==> src/rtl/imem_dmem_arbiter_if.sv <==
// Bundle for the fetch port, data port, halt control and unified-memory port of the arbiter.
// The master side is the core plus memory; the slave side is the arbiter.
interface imem_dmem_arbiter_if #(
    parameter int ADDR_W = 8
);
    logic              if_req;
    logic [ADDR_W-1:0] if_addr;
    logic              if_gnt;
    logic              if_valid;
    logic [31:0]       if_rdata;

    logic              d_req;
    logic              d_we;
    logic [1:0]        d_size;
    logic              d_unsigned;
    logic [ADDR_W-1:0] d_addr;
    logic [31:0]       d_wdata;
    logic              d_gnt;
    logic              d_valid;
    logic [31:0]       d_rdata;
    logic              d_err;

    logic              halt;
    logic              resume;
    logic              halted;

    logic              mem_en;
    logic              mem_we;
    logic [3:0]        mem_be;
    logic [ADDR_W-3:0] mem_addr;
    logic [31:0]       mem_wdata;
    logic [31:0]       mem_rdata;

    modport master (
        output if_req, if_addr, d_req, d_we, d_size, d_unsigned, d_addr, d_wdata,
               halt, resume, mem_rdata,
        input  if_gnt, if_valid, if_rdata, d_gnt, d_valid, d_rdata, d_err, halted,
               mem_en, mem_we, mem_be, mem_addr, mem_wdata
    );

    modport slave (
        input  if_req, if_addr, d_req, d_we, d_size, d_unsigned, d_addr, d_wdata,
               halt, resume, mem_rdata,
        output if_gnt, if_valid, if_rdata, d_gnt, d_valid, d_rdata, d_err, halted,
               mem_en, mem_we, mem_be, mem_addr, mem_wdata
    );
endinterface

==> src/rtl/imem_dmem_arbiter.sv <==
// Shares one synchronous-read 64x32 memory between instruction fetch and load/store.
// Optional macro ARB_STARVE_GUARD_EN: forces a fetch grant after MAX_D_RUN contended data grants.
module imem_dmem_arbiter #(
    parameter int ADDR_W = 8
`ifdef ARB_STARVE_GUARD_EN
    ,
    parameter int MAX_D_RUN = 4
`endif
) (
    input  logic               clk,
    input  logic               rst,
    imem_dmem_arbiter_if.slave bus
);
    typedef enum logic [1:0] {
        IDLE   = 2'd0,
        RSP_IF = 2'd1,
        RSP_D  = 2'd2
    } state_t;

    state_t      r_state;
    state_t      w_state_nxt;
    logic        r_halted;
    logic [1:0]  r_size;
    logic [1:0]  r_off;
    logic        r_unsigned;
    logic        r_we;
    logic        r_err;
    logic        w_if_gnt;
    logic        w_d_gnt;
    logic        w_force_if;
    logic        w_misaligned;
    logic        w_is_byte;
    logic        w_is_half;
    logic [1:0]  w_off;

    function automatic logic [31:0] fmt_load(input logic [31:0] word, input logic [1:0] size,
                                             input logic [1:0] off, input logic uns);
        logic [31:0] sh;
        sh = word >> {off, 3'b000};
        case (size)
            2'b00:   fmt_load = {{24{~uns & sh[7]}}, sh[7:0]};
            2'b01:   fmt_load = {{16{~uns & sh[15]}}, sh[15:0]};
            default: fmt_load = word;
        endcase
    endfunction

    assign w_off        = bus.d_addr[1:0];
    assign w_is_byte    = (bus.d_size == 2'b00);
    assign w_is_half    = (bus.d_size == 2'b01);
    assign w_misaligned = (w_is_half && w_off[0]) ||
                          (!w_is_byte && !w_is_half && (w_off != 2'b00));

`ifdef ARB_STARVE_GUARD_EN
    localparam int RUN_W = $clog2(MAX_D_RUN + 1);
    logic [RUN_W-1:0] r_d_run;

    assign w_force_if = (r_d_run == RUN_W'(MAX_D_RUN));

    // Counts data grants that made a live fetch wait.
    always_ff @(posedge clk or posedge rst) begin
        if (rst) begin
            r_d_run <= '0;
        end else if (w_if_gnt) begin
            r_d_run <= '0;
        end else if (w_d_gnt && bus.if_req && !r_halted) begin
            r_d_run <= r_d_run + RUN_W'(1);
        end
    end
`else
    assign w_force_if = 1'b0;
`endif

    // Grants are suppressed while reset is held so every output reads zero.
    assign w_if_gnt   = !rst && bus.if_req && !r_halted && (!bus.d_req || w_force_if);
    assign w_d_gnt    = !rst && bus.d_req && !w_if_gnt;
    assign bus.if_gnt = w_if_gnt;
    assign bus.d_gnt  = w_d_gnt;
    assign bus.halted = r_halted;

    // Memory port driven straight from the winner; a misaligned data grant burns the slot.
    always_comb begin
        bus.mem_en    = 1'b0;
        bus.mem_we    = 1'b0;
        bus.mem_be    = 4'b0000;
        bus.mem_addr  = '0;
        bus.mem_wdata = 32'h0000_0000;
        if (w_if_gnt) begin
            bus.mem_en   = 1'b1;
            bus.mem_be   = 4'b1111;
            bus.mem_addr = bus.if_addr[ADDR_W-1:2];
        end else if (w_d_gnt && !w_misaligned) begin
            bus.mem_en   = 1'b1;
            bus.mem_we   = bus.d_we;
            bus.mem_addr = bus.d_addr[ADDR_W-1:2];
            if (bus.d_we) begin
                case (bus.d_size)
                    2'b00: begin
                        bus.mem_be    = 4'b0001 << w_off;
                        bus.mem_wdata = {4{bus.d_wdata[7:0]}};
                    end
                    2'b01: begin
                        bus.mem_be    = 4'b0011 << w_off;
                        bus.mem_wdata = {2{bus.d_wdata[15:0]}};
                    end
                    default: begin
                        bus.mem_be    = 4'b1111;
                        bus.mem_wdata = bus.d_wdata;
                    end
                endcase
            end else begin
                bus.mem_be = 4'b1111;
            end
        end else begin
            bus.mem_en = 1'b0;
        end
    end

    // Next response owed follows this cycle's grant; response pulses decode the current state.
    always_comb begin
        w_state_nxt  = IDLE;
        bus.if_valid = 1'b0;
        bus.if_rdata = 32'h0000_0000;
        bus.d_valid  = 1'b0;
        bus.d_err    = 1'b0;
        bus.d_rdata  = 32'h0000_0000;
        if (w_if_gnt) begin
            w_state_nxt = RSP_IF;
        end else if (w_d_gnt) begin
            w_state_nxt = RSP_D;
        end else begin
            w_state_nxt = IDLE;
        end
        case (r_state)
            RSP_IF: begin
                bus.if_valid = 1'b1;
                bus.if_rdata = bus.mem_rdata;
            end
            RSP_D: begin
                bus.d_valid = 1'b1;
                bus.d_err   = r_err;
                bus.d_rdata = (r_err || r_we) ? 32'h0000_0000
                                              : fmt_load(bus.mem_rdata, r_size, r_off, r_unsigned);
            end
            default: begin
                bus.if_valid = 1'b0;
            end
        endcase
    end

    // State register and halt flag; resume beats a coincident halt.
    always_ff @(posedge clk or posedge rst) begin
        if (rst) begin
            r_state  <= IDLE;
            r_halted <= 1'b0;
        end else begin
            r_state <= w_state_nxt;
            if (bus.resume) begin
                r_halted <= 1'b0;
            end else if (bus.halt) begin
                r_halted <= 1'b1;
            end
        end
    end

    // Data request attributes kept for formatting the response a cycle later.
    always_ff @(posedge clk or posedge rst) begin
        if (rst) begin
            r_size     <= 2'b00;
            r_off      <= 2'b00;
            r_unsigned <= 1'b0;
            r_we       <= 1'b0;
            r_err      <= 1'b0;
        end else if (w_d_gnt) begin
            r_size     <= bus.d_size;
            r_off      <= w_off;
            r_unsigned <= bus.d_unsigned;
            r_we       <= bus.d_we;
            r_err      <= w_misaligned;
        end
    end
endmodule

==> src/flat_wrapper.sv <==
// flat-port wrapper written by rule: the top's interface ports become plain ports
module imem_dmem_arbiter_flat 
#(
    parameter int ADDR_W = 8

)
  (clk, rst, bus_if_req, bus_if_addr, bus_d_req, bus_d_we, bus_d_size, bus_d_unsigned, bus_d_addr, bus_d_wdata, bus_halt, bus_resume, bus_mem_rdata, bus_if_gnt, bus_if_valid, bus_if_rdata, bus_d_gnt, bus_d_valid, bus_d_rdata, bus_d_err, bus_halted, bus_mem_en, bus_mem_we, bus_mem_be, bus_mem_addr, bus_mem_wdata);
  imem_dmem_arbiter_if #(.ADDR_W(ADDR_W)) bus_i ();
  input  logic clk;
  input  logic rst;
  input wire logic [$bits(bus_i.if_req)-1:0] bus_if_req;
  input wire logic [$bits(bus_i.if_addr)-1:0] bus_if_addr;
  input wire logic [$bits(bus_i.d_req)-1:0] bus_d_req;
  input wire logic [$bits(bus_i.d_we)-1:0] bus_d_we;
  input wire logic [$bits(bus_i.d_size)-1:0] bus_d_size;
  input wire logic [$bits(bus_i.d_unsigned)-1:0] bus_d_unsigned;
  input wire logic [$bits(bus_i.d_addr)-1:0] bus_d_addr;
  input wire logic [$bits(bus_i.d_wdata)-1:0] bus_d_wdata;
  input wire logic [$bits(bus_i.halt)-1:0] bus_halt;
  input wire logic [$bits(bus_i.resume)-1:0] bus_resume;
  input wire logic [$bits(bus_i.mem_rdata)-1:0] bus_mem_rdata;
  output wire logic [$bits(bus_i.if_gnt)-1:0] bus_if_gnt;
  output wire logic [$bits(bus_i.if_valid)-1:0] bus_if_valid;
  output wire logic [$bits(bus_i.if_rdata)-1:0] bus_if_rdata;
  output wire logic [$bits(bus_i.d_gnt)-1:0] bus_d_gnt;
  output wire logic [$bits(bus_i.d_valid)-1:0] bus_d_valid;
  output wire logic [$bits(bus_i.d_rdata)-1:0] bus_d_rdata;
  output wire logic [$bits(bus_i.d_err)-1:0] bus_d_err;
  output wire logic [$bits(bus_i.halted)-1:0] bus_halted;
  output wire logic [$bits(bus_i.mem_en)-1:0] bus_mem_en;
  output wire logic [$bits(bus_i.mem_we)-1:0] bus_mem_we;
  output wire logic [$bits(bus_i.mem_be)-1:0] bus_mem_be;
  output wire logic [$bits(bus_i.mem_addr)-1:0] bus_mem_addr;
  output wire logic [$bits(bus_i.mem_wdata)-1:0] bus_mem_wdata;
  assign bus_i.if_req = bus_if_req;
  assign bus_i.if_addr = bus_if_addr;
  assign bus_i.d_req = bus_d_req;
  assign bus_i.d_we = bus_d_we;
  assign bus_i.d_size = bus_d_size;
  assign bus_i.d_unsigned = bus_d_unsigned;
  assign bus_i.d_addr = bus_d_addr;
  assign bus_i.d_wdata = bus_d_wdata;
  assign bus_i.halt = bus_halt;
  assign bus_i.resume = bus_resume;
  assign bus_i.mem_rdata = bus_mem_rdata;
  assign bus_if_gnt = bus_i.if_gnt;
  assign bus_if_valid = bus_i.if_valid;
  assign bus_if_rdata = bus_i.if_rdata;
  assign bus_d_gnt = bus_i.d_gnt;
  assign bus_d_valid = bus_i.d_valid;
  assign bus_d_rdata = bus_i.d_rdata;
  assign bus_d_err = bus_i.d_err;
  assign bus_halted = bus_i.halted;
  assign bus_mem_en = bus_i.mem_en;
  assign bus_mem_we = bus_i.mem_we;
  assign bus_mem_be = bus_i.mem_be;
  assign bus_mem_addr = bus_i.mem_addr;
  assign bus_mem_wdata = bus_i.mem_wdata;
  imem_dmem_arbiter #(.ADDR_W(ADDR_W)) u_core (.clk(clk), .rst(rst), .bus(bus_i));
endmodule
==> config.mk <==
export PLATFORM = sky130hd
export DESIGN_NAME = imem_dmem_arbiter_flat
export DESIGN_NICKNAME = d
export VERILOG_FILES = /design/src/rtl/imem_dmem_arbiter_if.sv /design/src/rtl/imem_dmem_arbiter.sv /design/src/flat_wrapper.sv
export SDC_FILE = /design/constraint.sdc
export NUM_CORES = 1
export LEC_CHECK = 0
export ABC_CLOCK_PERIOD_IN_PS = 4450
export BUFFER_PORTS_ARGS = -buffer_cell sky130_fd_sc_hd__buf_4
export CAP_MARGIN = 20
export CORE_MARGIN = 1.5
export CORE_UTILIZATION = 25
export CTS_CLUSTER_DIAMETER = 60
export DETAILED_ROUTE_END_ITERATION = 16
export SLEW_MARGIN = 0
export SYNTH_ARGS = -nofsm -noshare
export SYNTH_HDL_FRONTEND = slang
export SYNTH_SLANG_ARGS = --single-unit
==> constraint.sdc <==
create_clock -name clk -period 4.45 [get_ports clk]
set_input_delay 0.89 -clock clk [delete_from_list [all_inputs] [get_ports clk]]
set_output_delay 0.89 -clock clk [all_outputs]
set_load 0.01 [all_outputs]
==> key figures, run 1 <==
Placed design
  • Final Wtd Congestion: 0.8244
  • DP HPWL: 7.204 mm
  • Pre-CTS setup slack: 0.6451 ns
  • I/O Buffers: 201
  • Dpl cell area: 3561 µm²

Worst hold path
  • HP Class: flip-flop to flip-flop
  • Hold depth: 2

Outcome
  • Outcome: finished clean

Synthesis
  • Post-Syn Area: 1997 µm²
  • Primary FF master, synth: dfrtp_1
  • Post-Syn Nets: 400
  • Leading area contributor after synthesis: and2_1
  • Leading post-synthesis cells by cell area: and2_1 13%, dfrtp_1 13%, mux2i_1 10%, nor2_1 9.6%, a21oi_1 8.5%
  • Post-Synthesis Cells: 310
  • Syn_area_per_cell: 6.442 µm²
  • Yosys Warn Count: 0
  • Seq cells post-synth: 10
  • Number of enable flip-flop cells after synthesis: 0
  • Post-synthesis cell type count: 35
  • Async SR Flop Fraction: 100.0%
  • Sequential area share after synthesis: 12.53%
  • Area share of the largest cell type after synthesis: 12.84%

Finish
  • Fill count: 794
  • ANT cells: 0
  • Commonest non-fill, non-tap cells in the layout: 206 x buf_4, 51 x nor2_1, 41 x nand2_1, 41 x and2_1, 34 x a21oi_1
  • Share of layout cells above drive strength 1: 46.15%
  • Leading cell type in the layout, fill and taps excluded: buf_4
  • Post-layout net count: 586
  • Area Overhead vs Synth: 80.39%
  • Post-route cell area: 3602 µm²

Clock tree
  • Htree depth: 1
  • Clk_lat worst skew: 0.23 ns
  • TritonCTS buffer count: 3
  • Hold-fix buffers, CTS: 0
  • Clock sink count: 10
  • Root buffer cell: clkbuf_8
  • Clock transition at path regs: 0.04 ns
  • CTS tree: built
  • Post-CTS Setup Bufs: 0
  • Post-CTS sizing: 0
  • Bufs on Longest Clock Path: 2

Setup path
  • WS Path Type: input port to output pin
  • Startpoint Class: input port
  • Worst EP arrival: 2.89 ns
  • Critical path endpoint category: output pin
  • Peak fanout along the critical path: 36
  • Reg2Reg Depth: 3
  • Critical Path RT: 3.56 ns

STA
  • Clock Skew: 0.001002 ns
  • Max-slew headroom: 41.20%
  • RSZ-0062 raised after global routing: false
  • Max Slew Vio Count: 0
  • Fmax: 264.9 MHz
  • Final Worst Setup Slack: 0.6748 ns
  • Worst-Margin Slew: 0.8820 ns
  • Min cycle time layout: 3.775 ns
  • Final Hold Fails: 0
  • Setup TNS: 0 ns
  • Tcrit/Tclk final: 84.84%
  • Setup Viol. Count Final: 0

Route
  • DRC errors left: 0
  • Vias: 2903
  • 1st-pass router iterations: 5
  • DR iter-0 viols: 58
  • Antenna viol nets, final: 0
  • Final wirelength: 8.778 mm
  • Vias per std cell: 4.871
  • Routed length per placed instance: 14.73 µm

GRT
  • GRT Resource Usage Total: 19.62%
  • Number of global-route vias before repair: 2738
  • First-pass GRT wire length: 13.61 mm
  • Grt ovf: 0
  • Largest net degree at the start of global routing: 39
  • Initial antenna violation count: 0

Floorplanning
  • Initial Utilization: 25.84%
  • Core ar.: 7727 µm²
  • # IOs: 204
  • Die Y: 92.38 µm
  • Die X: 92.38 µm
  • Die area: 8533 µm²
  • Num rows: 32

Flow run
  • Max_cap viols: 0

Power and ir drop
  • LEAKAGE: 1.981 nW
  • Max VDD drop: 0.08593 mV
  • Total power: 0.0005215 W
  • Power per cell area: 144.8 nW/µm²
-- synth_stat cells (2+ instances only) --
| cell | count |
|---|---|
| buf_2 | 4 |
| mux2_2 | 12 |
| a21oi_1 | 34 |
| dfrtp_1 | 10 |
| nand2b_1 | 5 |
| a22oi_1 | 7 |
| o211a_1 | 7 |
| nor2b_1 | 3 |
| mux2i_1 | 20 |
| buf_1 | 2 |
| a22o_1 | 6 |
| nand3_1 | 3 |
| o21bai_1 | 7 |
| inv_1 | 4 |
| nor2_1 | 51 |
| a31oi_1 | 6 |
| and2_1 | 41 |
| nand2_1 | 41 |
| nor3_1 | 2 |
| clkbuf_1 | 17 |
| o21ai_0 | 14 |
-- path summary, 6_finish.rpt --
kind / start / endpoint / slack [ns]
setup / recovery: bus_d_size[1] / bus_mem_wdata[11] / 0.67
hold / removal: u_core.r_err$_DFFE_PP0P_ / u_core.r_err$_DFFE_PP0P_ / 0.53
setup reg to reg: u_core.bus.halted$_DFFE_PP0P_ / u_core.r_state[0]$_DFF_PP0_ / 3.32
hold reg to reg: u_core.r_err$_DFFE_PP0P_ / u_core.r_err$_DFFE_PP0P_ / 0.53
max in group asynchronous: rst / u_core.r_err$_DFFE_PP0P_ / 3.53
min in group asynchronous: rst / u_core.r_size[0]$_DFFE_PP0P_ / 0.65
-- stage by stage --
stage | hold WS (ns) | utilization [%] | instances
floorplan | 0.4975 | - | 310
global placement | 0.5225 | 46.08 | 593
detailed placement | 0.5302 | 46.08 | 593
CTS | 0.5366 | 46.62 | 596
global route | 0.5748 | 46.62 | 596
finish | 0.5294 | 46.62 | 596
-- critical path, cell delays in order --
cell     delay (ns)
buf_4          0.23
nor2_2         0.11
buf_4          0.18
o21a_1         0.37
nand3_1        0.46
buf_4          0.35
a21oi_1        0.13
buf_4          0.14
-- final cells by class --
class	count	area, µm²	area share (%)
multi-input combinational	270	1618	44.91
timing repair buffer	206	1546	42.93
sequential	10	250.2	6.947
tap	102	127.6	3.543
clock buffer	3	41.29	1.146
inverter	5	18.77	0.5210
-- state kept, by name, indices dropped and copies added (netlist names) --
register	cells
u_core.r_size	2
u_core.r_we	1
u_core.r_err	1
u_core.bus.halted	1
u_core.r_state	2
u_core.r_off	2
u_core.r_unsigned	1
-- cells by family after synthesis --
group	count (synthesis)	synth area share, %
simple gates	150	35.40
compound gates	86	27.63
mux	33	17.54
buf+inv	30	6.453
flops	10	12.53
xor+xnor	1	0.4387
-- layer usage --
layer / track usage [%] / vias to the layer above / routed length [µm]
met5: 0 / - / 0
met4: 4.103 / 0 / 81
met3: 4.187 / 6 / 899
met2: 36.58 / 152 / 4426
met1: 22.75 / 1311 / 3370
li1: - / 1434 / -
-- report_power, final --
part | internal [W] | leakage, nW | switching, W
clock | 0.0000586 | 0.0216 | 0.0000291
sequential | 0.000102 | 0.121 | 0.0000164
combinational | 0.000157 | 1.84 | 0.000159
total | 0.000317 | 1.98 | 0.000204
Power figures use the tool's default switching activity.
==> run 2: changes to the inputs <==
Settings changed: ABC_CLOCK_PERIOD_IN_PS 4450 to 3100.
Clock period 4.45 ns to 3.1 ns, I/O delays scaled along.
==> key figures, run 2 (synthesis results as in run 1) <==
Finish
  • Area Overhead vs Synth: 83.02% (was 80.39%)
  • Share of layout cells above drive strength 1: 46.91% (was 46.15%)
  • Area of the multi-input gates: 1618 µm² (unchanged)
  • Sequential cell area: 250.2 µm² (unchanged)
  • Post-layout net count: 593 (was 586)
  • Largest registers: u_core.r_off (2), u_core.r_size (2), u_core.r_state (2) (unchanged)
  • Layout Utilization: 47.30% (was 46.62%)
  • Fill count: 798 (was 794)
  • Final std cells w/o fill: 603 (was 596)
  • Leading cell type in the layout, fill and taps excluded: buf_4 (unchanged)
  • Post-route cell area: 3655 µm² (was 3602 µm²)
  • Commonest non-fill, non-tap cells in the layout: 213 x buf_4, 51 x nor2_1, 41 x nand2_1, 41 x and2_1, 34 x a21oi_1 (was 206 x buf_4, 51 x nor2_1, 41 x nand2_1, 41 x and2_1, 34 x a21oi_1)
  • ANT cells: 0 (unchanged)

Placed design
  • I/O Buffers: 201 (unchanged)
  • Dpl cell area: 3613 µm² (was 3561 µm²)
  • DP HPWL: 7.190 mm (was 7.204 mm)
  • Placed insts: 600 (was 593)
  • Final Wtd Congestion: 0.8377 (was 0.8244)

Setup path
  • Reg2Reg Depth: 3 (unchanged)
  • Reg-to-reg startpoint: u_core.bus.halted$_DFFE_PP0P_ (unchanged)
  • Startpoint Class: flip-flop (was input port)
  • Worst EP arrival: 2.00 ns (was 2.89 ns)
  • WS Path Type: flip-flop to output pin (was input port to output pin)
  • R2R setup slack: 1.99 ns (was 3.32 ns)
  • Critical path endpoint category: output pin (unchanged)
  • Peak fanout along the critical path: 8 (was 36)
  • R2r endpoint: u_core.r_state[0]$_DFF_PP0_ (unchanged)
  • Critical Path RT: 2.48 ns (was 3.56 ns)

Clock tree
  • CTS tree: built (unchanged)
  • Post-CTS Setup Bufs: 0 (unchanged)
  • Htree depth: 1 (unchanged)
  • Bufs on Longest Clock Path: 2 (unchanged)
  • TritonCTS buffer count: 3 (unchanged)
  • Clk_lat worst skew: 0.23 ns (about the same)
  • Post-CTS sizing: 0 (unchanged)
  • Clock sink count: 10 (unchanged)
  • Hold-fix buffers, CTS: 0 (unchanged)
  • Clock transition at path regs: 0.05 ns (was 0.04 ns)
  • Root buffer cell: clkbuf_8 (unchanged)

Floorplanning
  • Die area: 8533 µm² (unchanged)
  • Initial Utilization: 25.84% (unchanged)
  • # IOs: 204 (unchanged)
  • Core ar.: 7727 µm² (unchanged)
  • Num rows: 32 (unchanged)
  • Die Y: 92.38 µm (unchanged)
  • Die X: 92.38 µm (unchanged)

Power and ir drop
  • Max VDD drop: 0.1079 mV (was 0.08593 mV)
  • LEAKAGE: 2.015 nW (was 1.981 nW)
  • Power per cell area: 209.4 nW/µm² (was 144.8 nW/µm²)
  • Total power: 0.0007653 W (was 0.0005215 W)

GRT
  • Largest net degree at the start of global routing: 39 (unchanged)
  • Initial antenna violation count: 0 (unchanged)
  • First-pass GRT wire length: 13.80 mm (was 13.61 mm)
  • GRT Resource Usage Total: 19.69% (was 19.62%)
  • Number of global-route vias before repair: 2756 (was 2738)
  • Grt ovf: 0 (unchanged)

STA
  • Tcrit/Tclk final: 84.41%
  • Final Hold Fails: 0 (unchanged)
  • Max Slew Vio Count: 0 (unchanged)
  • Clock Skew: 0.0009407 ns (was 0.001002 ns)
  • Fmax: 382.2 MHz
  • Setup TNS: 0 ns (unchanged)
  • Setup Viol. Count Final: 0 (unchanged)
  • Worst-Margin Slew: 0.8878 ns (was 0.8820 ns)
  • RSZ-0062 raised after global routing: false (unchanged)
  • Max-slew headroom: 40.81% (was 41.20%)
  • Min cycle time layout: 2.617 ns

Route
  • Routed length per placed instance: 14.71 µm (was 14.73 µm)
  • Vias per std cell: 4.900 (was 4.871)
  • Vias: 2955 (was 2903)
  • 1st-pass router iterations: 4 (was 5)
  • Final wirelength: 8.871 mm (was 8.778 mm)
  • DR iter-0 viols: 58 (unchanged)
  • Antenna viol nets, final: 0 (unchanged)
  • DRC errors left: 0 (unchanged)

Worst hold path
  • HP Class: input port to async pin (was flip-flop to flip-flop)

Flow run
  • Max_cap viols: 0 (unchanged)

Outcome
  • Outcome: finished clean (unchanged)
## run 2: final cells by class
| class | instances | share of cell area, % |
|---|---|---|
| clock buffer | 3 | 1.130 |
| inverter | 5 | 0.5135 |
| multi-input combinational | 270 | 44.27 |
| sequential | 10 | 6.847 |
| tap | 102 | 3.492 |
| timing repair buffer | 213 | 43.75 |
## run 2: worst max-delay path by stage
stage                                 from                end  slack [ns]
2_1_floorplan                bus_d_size[1]  bus_mem_wdata[12]        0.69
3_3_place_gp                     bus_d_req   bus_mem_wdata[5]        0.53
3_5_place_dp             bus_mem_rdata[15]    bus_d_rdata[14]        0.51
4_1_cts        u_core.r_off[1]$_DFFE_PP0P_    bus_d_rdata[14]        0.50
5_1_grt                          bus_d_req   bus_mem_wdata[0]        0.35
6_report       u_core.r_off[1]$_DFFE_PP0P_    bus_d_rdata[10]        0.48
## run 2: critical path: stages, from the launching register on
cell and delay, ns:
dfrtp_1 0.43, mux2i_1 0.18, mux2_4 0.28, or4_4 0.50
a31oi_1 0.21, buf_4 0.17
## run 2: power by group
part	total, W	switching [W]	internal, W
clock	0.000130	0.0000450	0.0000845
sequential	0.000164	0.0000176	0.000146
combinational	0.000472	0.000238	0.000234
## run 2: per-stage QoR
| stage | setup WS, ns | hold slack (ns) |
|---|---|---|
| 6_report | 0.4834 | 0.3997 |
| 3_3_place_gp | 0.5281 | 0.5253 |
| 4_1_cts | 0.4994 | 0.4008 |
| 3_5_place_dp | 0.5100 | 0.5293 |
| 5_1_grt | 0.3492 | 0.4083 |
| 2_1_floorplan | 0.6900 | 0.4681 |
## run 2: layer usage
layer | vias up | GRT usage (%) | wire [µm]
met3 | 8 | 4.105 | 924
li1 | 1449 | - | -
met4 | 0 | 4.359 | 116
met5 | - | 0 | 0
met2 | 161 | 35.66 | 4389
met1 | 1337 | 23.66 | 3441
==> run 3: changes to the inputs <==
Settings changed: ABC_CLOCK_PERIOD_IN_PS 3100 to 2700.
Clock period 3.1 ns to 2.7 ns, I/O delays scaled along.
==> key figures, run 3 (synthesis results as in run 1) <==
Outcome
  • Outcome: finished clean (unchanged)

Power and ir drop
  • Internal: 0.0005675 W (was 0.0004647 W)
  • Max VDD drop: 0.1612 mV (was 0.1079 mV)
  • Total power: 0.0009156 W (was 0.0007653 W)
  • Sw Share: 38.02% (was 39.28%)
  • Clock power share: 19.7% (was 16.9%)
  • Combinational Power Share: 59.7% (was 61.7%)
  • Switch Pwr: 0.0003481 W (was 0.0003006 W)
  • Flop pwr share: 20.5% (was 21.4%)
  • Power per cell area: 248.6 nW/µm² (was 209.4 nW/µm²)
  • LEAKAGE: 2.031 nW (was 2.015 nW)

Finish
  • Commonest non-fill, non-tap cells in the layout: 215 x buf_4, 51 x nor2_1, 41 x nand2_1, 41 x and2_1, 34 x a21oi_1 (was 213 x buf_4, 51 x nor2_1, 41 x nand2_1, 41 x and2_1, 34 x a21oi_1)
  • Sequential cell area: 250.2 µm² (unchanged)
  • Area Overhead vs Synth: 84.46% (was 83.02%)
  • Fill count: 775 (was 798)
  • Share of layout cells above drive strength 1: 47.22% (was 46.91%)
  • ANT cells: 0 (unchanged)
  • Leading cell type in the layout, fill and taps excluded: buf_4 (unchanged)
  • Final std cells w/o fill: 606 (was 603)
  • Area of the multi-input gates: 1618 µm² (unchanged)
  • Largest registers: u_core.r_off (2), u_core.r_size (2), u_core.r_state (2) (unchanged)
  • Post-layout net count: 595 (was 593)
  • Layout Utilization: 47.67% (was 47.30%)

STA
  • Min cycle time layout: 2.501 ns
  • Tcrit/Tclk final: 92.64%
  • Clock Skew: 0.002312 ns (was 0.0009407 ns)
  • Worst-Margin Slew: 0.8862 ns (was 0.8878 ns)
  • RSZ-0062 raised after global routing: false (unchanged)
  • Setup Viol. Count Final: 0 (unchanged)
  • Max Slew Vio Count: 0 (unchanged)
  • Setup TNS: 0 ns (unchanged)
  • Max-slew headroom: 40.92% (was 40.81%)
  • Final Worst Setup Slack: 0.1987 ns (was 0.4834 ns)
  • Fmax: 399.8 MHz
  • Final Hold Fails: 0 (unchanged)

Floorplanning
  • Core ar.: 7727 µm² (unchanged)
  • Initial Utilization: 25.84% (unchanged)
  • Num rows: 32 (unchanged)
  • Die Y: 92.38 µm (unchanged)
  • Die X: 92.38 µm (unchanged)
  • Die area: 8533 µm² (unchanged)
  • # IOs: 204 (unchanged)

GRT
  • Number of global-route vias before repair: 2751 (was 2756)
  • Initial antenna violation count: 0 (unchanged)
  • Largest net degree at the start of global routing: 34 (was 39)
  • GRT Resource Usage Total: 19.64% (was 19.69%)
  • First-pass GRT wire length: 13.71 mm (was 13.80 mm)
  • Grt ovf: 0 (unchanged)

Clock tree
  • Clock transition at path regs: 0.05 ns (about the same)
  • TritonCTS buffer count: 3 (unchanged)
  • Htree depth: 1 (unchanged)
  • Clock sink count: 10 (unchanged)
  • Post-CTS Setup Bufs: 0 (unchanged)
  • CTS tree: built (unchanged)
  • Post-CTS sizing: 0 (unchanged)
  • Hold-fix buffers, CTS: 0 (unchanged)
  • Clk_lat worst skew: 0.23 ns (about the same)
  • Root buffer cell: clkbuf_8 (unchanged)
  • Bufs on Longest Clock Path: 2 (unchanged)

Placed design
  • Placed insts: 602 (was 600)
  • Final Wtd Congestion: 0.8464 (was 0.8377)
  • I/O Buffers: 201 (unchanged)
  • Pre-CTS setup slack: 0.2735 ns (was 0.5100 ns)
  • DP HPWL: 7.240 mm (was 7.190 mm)

Setup path
  • Critical path endpoint category: output pin (unchanged)
  • WS Path Type: flip-flop to output pin (unchanged)
  • Reg2Reg Depth: 3 (unchanged)
  • Peak fanout along the critical path: 8 (unchanged)
  • R2R setup slack: 1.59 ns (was 1.99 ns)
  • Reg-to-reg startpoint: u_core.bus.halted$_DFFE_PP0P_ (unchanged)
  • Critical Path RT: 2.16 ns (was 2.48 ns)
  • Worst EP arrival: 1.96 ns (was 2.00 ns)
  • R2r endpoint: u_core.r_state[0]$_DFF_PP0_ (unchanged)
  • Startpoint Class: flip-flop (unchanged)

Route
  • Vias per std cell: 4.914 (was 4.900)
  • Routed length per placed instance: 14.62 µm (was 14.71 µm)
  • Vias: 2978 (was 2955)
  • DRC errors left: 0 (unchanged)
  • Antenna viol nets, final: 0 (unchanged)
  • Final wirelength: 8.861 mm (was 8.871 mm)
  • DR iter-0 viols: 84 (was 58)
  • 1st-pass router iterations: 6 (was 4)

Flow run
  • Max_cap viols: 0 (unchanged)

Worst hold path
  • HP Class: input port to async pin (unchanged)
[run 3: worst max-delay path by stage]
stage,startpoint,end,cells past startpoint
after floorplan,bus_d_size[1],bus_mem_wdata[12],6
after global placement,bus_mem_rdata[15],bus_d_rdata[14],6
after detailed placement,bus_mem_rdata[15],bus_d_rdata[10],6
after CTS,u_core.r_off[1]$_DFFE_PP0P_,bus_d_rdata[10],5
after global routing,u_core.r_off[1]$_DFFE_PP0P_,bus_d_rdata[23],7
final,u_core.r_off[1]$_DFFE_PP0P_,bus_d_rdata[10],5
[run 3: area by class of cell]
cell class	count	share of cell area, %
clock buffers	4	1.495
inverters	5	0.5095
multi-input cells	270	43.92
flip-flops and latches	10	6.793
well taps	102	3.465
repair buffers	215	43.82
[run 3: worst max-delay path: stages (launching register included)]
cell     delay [ns]
dfrtp_1        0.42
mux2i_1        0.18
mux2_4         0.28
or4_4          0.50
a31oi_1        0.19
buf_4          0.16
[run 3: through the flow]
| step | area [µm²] | hold WS (ns) |
|---|---|---|
| 6_report | 3684 | 0.3189 |
| 5_1_grt | 3684 | 0.3383 |
| 4_1_cts | 3684 | 0.3225 |
| 2_1_floorplan | 1997 | 0.3881 |
| 3_5_place_dp | 3628 | 0.5286 |
| 3_3_place_gp | 3628 | 0.5223 |
[run 3: layer usage]
| layer | vias up | routed length (µm) | GRT usage, % |
|---|---|---|---|
| met2 | 169 | 4397 | 36.15 |
| li1 | 1450 | - | - |
| met4 | 0 | 119 | 4.359 |
| met1 | 1349 | 3394 | 22.87 |
| met5 | - | 0 | 0 |
| met3 | 10 | 949 | 4.516 |
[run 3: power by group through the flow]
| stage | registers (W) | logic (W) | clock network, W |
|---|---|---|---|
| floorplan | 0.000180 | 0.000299 | 0 |
| global placement | 0.000190 | 0.000540 | 0 |
| detailed placement | 0.000190 | 0.000547 | 0 |
| CTS | 0.000188 | 0.000549 | 0.000185 |
| global route | 0.000192 | 0.000600 | 0.000194 |
| finish | 0.000188 | 0.000547 | 0.000181 |
